File: config.mk
export PLATFORM = sky130hd
export DESIGN_NAME = asu_serial_adder
export DESIGN_NICKNAME = d
export VERILOG_FILES = /design/src/rtl/asu_serial_adder.sv
export SDC_FILE = /design/constraint.sdc
export NUM_CORES = 1
export LEC_CHECK = 0
export ABC_AREA = 0
export CELL_PAD_IN_SITES_DETAIL_PLACEMENT = 1
export CELL_PAD_IN_SITES_GLOBAL_PLACEMENT = 1
export CORE_MARGIN = 2
export CORE_UTILIZATION = 38
export DETAILED_ROUTE_END_ITERATION = 10
export GPL_ROUTABILITY_DRIVEN = 0
export PLACE_DENSITY_LB_ADDON = 0.1
export SETUP_SLACK_MARGIN = 0.4
export SLEW_MARGIN = 10
export SYNTH_ARGS = -nofsm -noshare
export SYNTH_HDL_FRONTEND = slang
export SYNTH_SLANG_ARGS = --single-unit
File: constraint.sdc
create_clock -name clk -period 4.9 [get_ports clk]
set_input_delay 0.98 -clock clk [delete_from_list [all_inputs] [get_ports clk]]
set_output_delay 0.98 -clock clk [all_outputs]
set_load 0.005 [all_outputs]
File: src/rtl/asu_serial_adder.sv
// Bit-serial adder/subtractor/collator for the accumulator loop.
// One pulse interval (p.i.) per clock, LSB first; p.i. 34 is the sign bit
// and p.i. 35 is the inter-word guard gap.
module asu_serial_adder #(
    parameter int unsigned WORD_PI = 36
) (
    input  logic       clk,
    input  logic       reset_n,
    input  logic       sync,
    input  logic       acc,
    input  logic       opnd,
    input  logic       c_add,
    input  logic       c_sub,
    input  logic       c_col,
    input  logic       opnd2,
    input  logic       long_wd,
    input  logic       ovf_clr,
    output logic       adder_sum,
    output logic [5:0] pi,
    output logic       ovf
);

    typedef enum logic [1:0] {
        ORD_NONE,
        ORD_ADD,
        ORD_SUB,
        ORD_COL
    } order_t;

    localparam logic [5:0] PI_LAST  = 6'(WORD_PI - 1);
    localparam logic [5:0] PI_SIGN  = 6'(WORD_PI - 2);
    localparam logic [5:0] PI_SHORT = 6'd18;

    order_t     order_q;
    order_t     order_now;
    logic       long_q;
    logic       long_now;
    logic       cy_q;
    logic [5:0] eff_pi;
    logic [5:0] first_pi;
    logic [5:0] pi_next;
    logic       in_window;
    logic       x;
    logic       cy_in;
    logic       sum_bit;
    logic       cy_out;
    logic       ovf_set;

    // Per-p.i. datapath: order selection, effective operand, carry and sum.
    // sync makes the current clock p.i. 0 whatever the counter holds, so an
    // early sync simply re-samples the order and drops the partial word.
    always_comb begin
        eff_pi    = sync ? '0 : pi;
        order_now = order_q;
        long_now  = long_q;
        if (eff_pi == '0) begin
            long_now = long_wd;
            if (!sync)       order_now = ORD_NONE;
            else if (c_sub)  order_now = ORD_SUB;
            else if (c_add)  order_now = ORD_ADD;
            else if (c_col)  order_now = ORD_COL;
            else             order_now = ORD_NONE;
        end

        first_pi  = long_now ? '0 : PI_SHORT;
        in_window = (eff_pi >= first_pi) && (eff_pi <= PI_SIGN);

        x = 1'b0;
        if (in_window) begin
            case (order_now)
                ORD_ADD: x = opnd;
                ORD_SUB: x = ~opnd;
                ORD_COL: x = opnd & opnd2;
                default: x = 1'b0;
            endcase
        end

        if (order_now != ORD_NONE && eff_pi == first_pi)
            cy_in = (order_now == ORD_SUB);
        else if (eff_pi == '0)
            cy_in = 1'b0;
        else
            cy_in = cy_q;

        sum_bit = acc ^ x ^ cy_in;
        cy_out  = (acc & x) | (acc & cy_in) | (x & cy_in);
        ovf_set = (order_now != ORD_NONE) && (eff_pi == PI_SIGN) && (cy_in != cy_out);
        pi_next = (eff_pi == PI_LAST) ? '0 : eff_pi + 6'd1;
    end

    // State: p.i. counter, held order, carry FF, registered sum, sticky overflow.
    always_ff @(posedge clk or negedge reset_n) begin
        if (!reset_n) begin
            pi        <= '0;
            order_q   <= ORD_NONE;
            long_q    <= 1'b0;
            cy_q      <= 1'b0;
            adder_sum <= 1'b0;
            ovf       <= 1'b0;
        end else begin
            pi        <= pi_next;
            order_q   <= order_now;
            long_q    <= long_now;
            cy_q      <= (eff_pi == PI_LAST) ? 1'b0 : cy_out;
            adder_sum <= (eff_pi == PI_LAST) ? 1'b0 : sum_bit;
            if (ovf_set)
                ovf <= 1'b1;
            else if (ovf_clr)
                ovf <= 1'b0;
        end
    end

endmodule

==> qor.yml, run 1 <==
timing:
  final.setup.tns_ps: 0
  min_period_ps: 4280
  fin_skew_ps: 3.85
  slew_headroom_pct: 61.8
  tightest_slew_ps: 571
  rsz0062_at_grt: "no"
  finalSetupViolCount: 0
  fmax_ghz: 0.234
  period_share_pct: 87.4
  final-hold-violation-count: 0
  drv_slew: 0
die:
  die_area_um2: 2440
  die_y_um: 49.4
  ioPinCount: 19
  die_w_um: 49.4
  rows: 16
  start_util_pct: 40.3
  core_area_um2: 1940
logic_synthesis:
  synth_fp_nets: 97
  synth_cells: 81
  ys.flop_type: "dfrtp_1"
  yosysMostFrequentCell: "dfrtp_1"
  ys_top_cells_by_area: "dfrtp_1, ha_1, o2bb2ai_4"
  syn_avg_cell_area_um2: 9.65
  seq_area_frac_synth_pct: 38.4
  synthTopCellsByCount: "dfrtp_1, nor2_1, inv_1, nand2_1, nand3_1"
  ys.warnings.count: 0
  synth_enable_flop_cells: 0
  syn-cell-area_um2: 782
  synth.distinct_cells: 32
  synth_largest_area_cell: "dfrtp_1"
  synth_top_cell_area_share_pct: 38.4
  async_flop_share_pct: 100
  ys_ff_latch: 12
detailed_routing:
  num_vias: 682
  wl_um: 2020
  via_per_inst: 5.29
  wl_per_cell_um: 15.7
  firstDrtPassIters: 3
  drc_errors: 0
  drt-initial-drc-count: 8
  ant_nets: 0
placement:
  port_buffers: 18
  dp.cells: 125
  dp_hpwl_um: 1610
global_route:
  antenna_found_initial: 0
  top_usage_layer: "met2"
  overflow: 0
  grt_pass1_vias: 742
  grt_use_met3_pct: 3.99
  grt_pass1_wl_um: 3460
  met2_usage_pct: 30.0
  grtUsageTotal_pct: 19.1
  met1_usage_pct: 24.4
  grt_max_degree: 13
cells_and_area:
  final_nets: 119
  areaGrowthSynthToFinish_pct: 35.0
  n_antenna_cell: 0
  finalNonFillerCells: 129
  drive_above_1_share_pct: 14.7
flow_run:
  maxCapViolCount: 0
cts:
  cts_tree: "built"
  cts_setup_buffers: 0
  cts.repair.resized: 0
  clkTransAtPathRegs_ps: 70
  ctsLongestPathBuffers: 2
  cts-root-buf: "clkbuf_4"
  clk_latency_ps: 280
  hold_buffers: 0
  htree_levels: 1
  numCtsBuffers: 3
  clock-sinks: 12
critical_path:
  slowest_delay_ps: 530
  rr_worst_depth: 11
  crit_chain: "clkdlybuf4s50_1 -> nand2b_2 -> ha_1 -> o21ai_4 -> mux2_2 -> ha_1 -> and2_0 -> and3_1 -> a2111oi_0 -> a221o_1 -> fa_1 -> a2111oi_2 -> nor3_1"
  worstSetupPathType: "in -> reg"
  arrival_ps: 4440
  start_kind: "primary input"
  path_delay_family: "adder cells"
  crit_fanout: 7
  required_ps: 5060
  critical_path.most_common_cell: "ha_1"
  r2r-start: "pi[4]$_DFF_PN0_"
  cp_num_cells: 13
  crit_slowest_cell: "clkdlybuf4s50_1"
  cp-end-kind: "flop"
  cp_num_buf_inv: 1
  ff2ff_setup_slack_ps: 1530
  rr_endpoint: "ovf$_DFFE_PN0P_"
status:
  status: "complete, no violations"
hold_path:
  worstHoldPathType: "reg -> reg"
  whs_endpoint: "long_q$_DFF_PN0_"
  hp-start: "long_q$_DFF_PN0_"
  whs_path_depth: 1
power_and_ir_drop:
  p_leak_nw: 0.462
  powerDensity_nw_per_um2: 274
  ir_drop_uv: 186
-- registers in the layout, indices dropped and copies added (netlist names) --
name	cells
adder_sum	1
cy_q	1
long_q	1
order_q	2
ovf	1
pi	6
-- worst max-delay path by stage --
stage	startpoint	endpoint	slack [ps]
final	sync	ovf$_DFFE_PN0P_	620
after detailed placement	sync	ovf$_DFFE_PN0P_	220
after floorplan	sync	ovf$_DFFE_PN0P_	960
after global placement	sync	ovf$_DFFE_PN0P_	330
after global routing	sync	ovf$_DFFE_PN0P_	430
after CTS	sync	ovf$_DFFE_PN0P_	520
-- layout make-up --
| class | instances | area, µm² |
|---|---|---|
| clock buffer | 4 | 36.3 |
| sequential | 12 | 300 |
| tap | 27 | 33.8 |
| multi-input combinational | 61 | 472 |
| fill | 229 | 886 |
| timing repair buffer | 20 | 195 |
| inverter | 5 | 18.8 |
-- routing by layer --
| layer | routed length, µm | vias up |
|---|---|---|
| met2 | 977 | 10 |
| met3 | 67 | 5 |
| met1 | 930 | 335 |
| met5 | 0 | - |
| met4 | 44 | 0 |
| li1 | - | 332 |
-- cell usage in the layout, fill, tap and decap left out, drive strengths merged, types with 2 or more instances in the layout --
cell type and n:
a2111oi 2, a21oi 3, and3 3, buf 2, clkbuf 4, clkdlybuf4s50 18, dfrtp 12, ha 4
inv 5, nand2 5, nand2b 3, nand3 5, nor2 7, nor2b 4, nor3 2, o211ai 3
o21ai 2, o21bai 2, o31ai 2, xor2 3
-- kinds of logic after synthesis --
family	after synthesis	synth area share [%]
and+or+nand+nor	32	21.6
muxes	1	1.44
adders and majority gates	5	8.96
buffers and inverters	8	4.32
AOI/OAI and AO/OA	20	21.9
DFF	12	38.4
xor gates and xnor gates	3	3.36
-- metrics by stage --
step                worst slack, ps  power (mW)  utilization (%)  cell area, µm²  hold WS, ps
floorplan                       956       0.168                -             782          482
global placement                334       0.203             51.3             996          500
detailed placement              219       0.206             51.3             996          512
CTS                             518       0.288             53.2            1030          528
global route                    425       0.309             54.4            1060          569
finish                          619       0.290             54.4            1060          519
-- power by group --
group / switching (mW) / total, mW / internal, mW
Combinational: 0.0431 / 0.0888 / 0.0457
Sequential: 0.00960 / 0.120 / 0.110
Clock: 0.0359 / 0.0812 / 0.0453
Power figures use the tool's default switching activity.
==> run 2: changes to the inputs <==
--- a/config.mk
+++ b/config.mk
@@ -14,7 +14,6 @@
 export GPL_ROUTABILITY_DRIVEN = 0
 export PLACE_DENSITY_LB_ADDON = 0.1
 export SETUP_SLACK_MARGIN = 0.4
-export SLEW_MARGIN = 10
 export SYNTH_ARGS = -nofsm -noshare
 export SYNTH_HDL_FRONTEND = slang
 export SYNTH_SLANG_ARGS = --single-unit
==> results of run 2 <==
The final DEF is identical to that of run 1; final timing and power are the same.
==> run 3: changes to the inputs <==
--- a/config.mk
+++ b/config.mk
@@ -5,7 +5,6 @@
 export SDC_FILE = /design/constraint.sdc
 export NUM_CORES = 1
 export LEC_CHECK = 0
-export ABC_AREA = 0
 export CELL_PAD_IN_SITES_DETAIL_PLACEMENT = 1
 export CELL_PAD_IN_SITES_GLOBAL_PLACEMENT = 1
 export CORE_MARGIN = 2
@@ -17,3 +16,4 @@
 export SYNTH_ARGS = -nofsm -noshare
 export SYNTH_HDL_FRONTEND = slang
 export SYNTH_SLANG_ARGS = --single-unit
+export TNS_END_PERCENT = 30
==> results of run 3 <==
The final DEF is identical to that of run 1; final timing and power are the same.
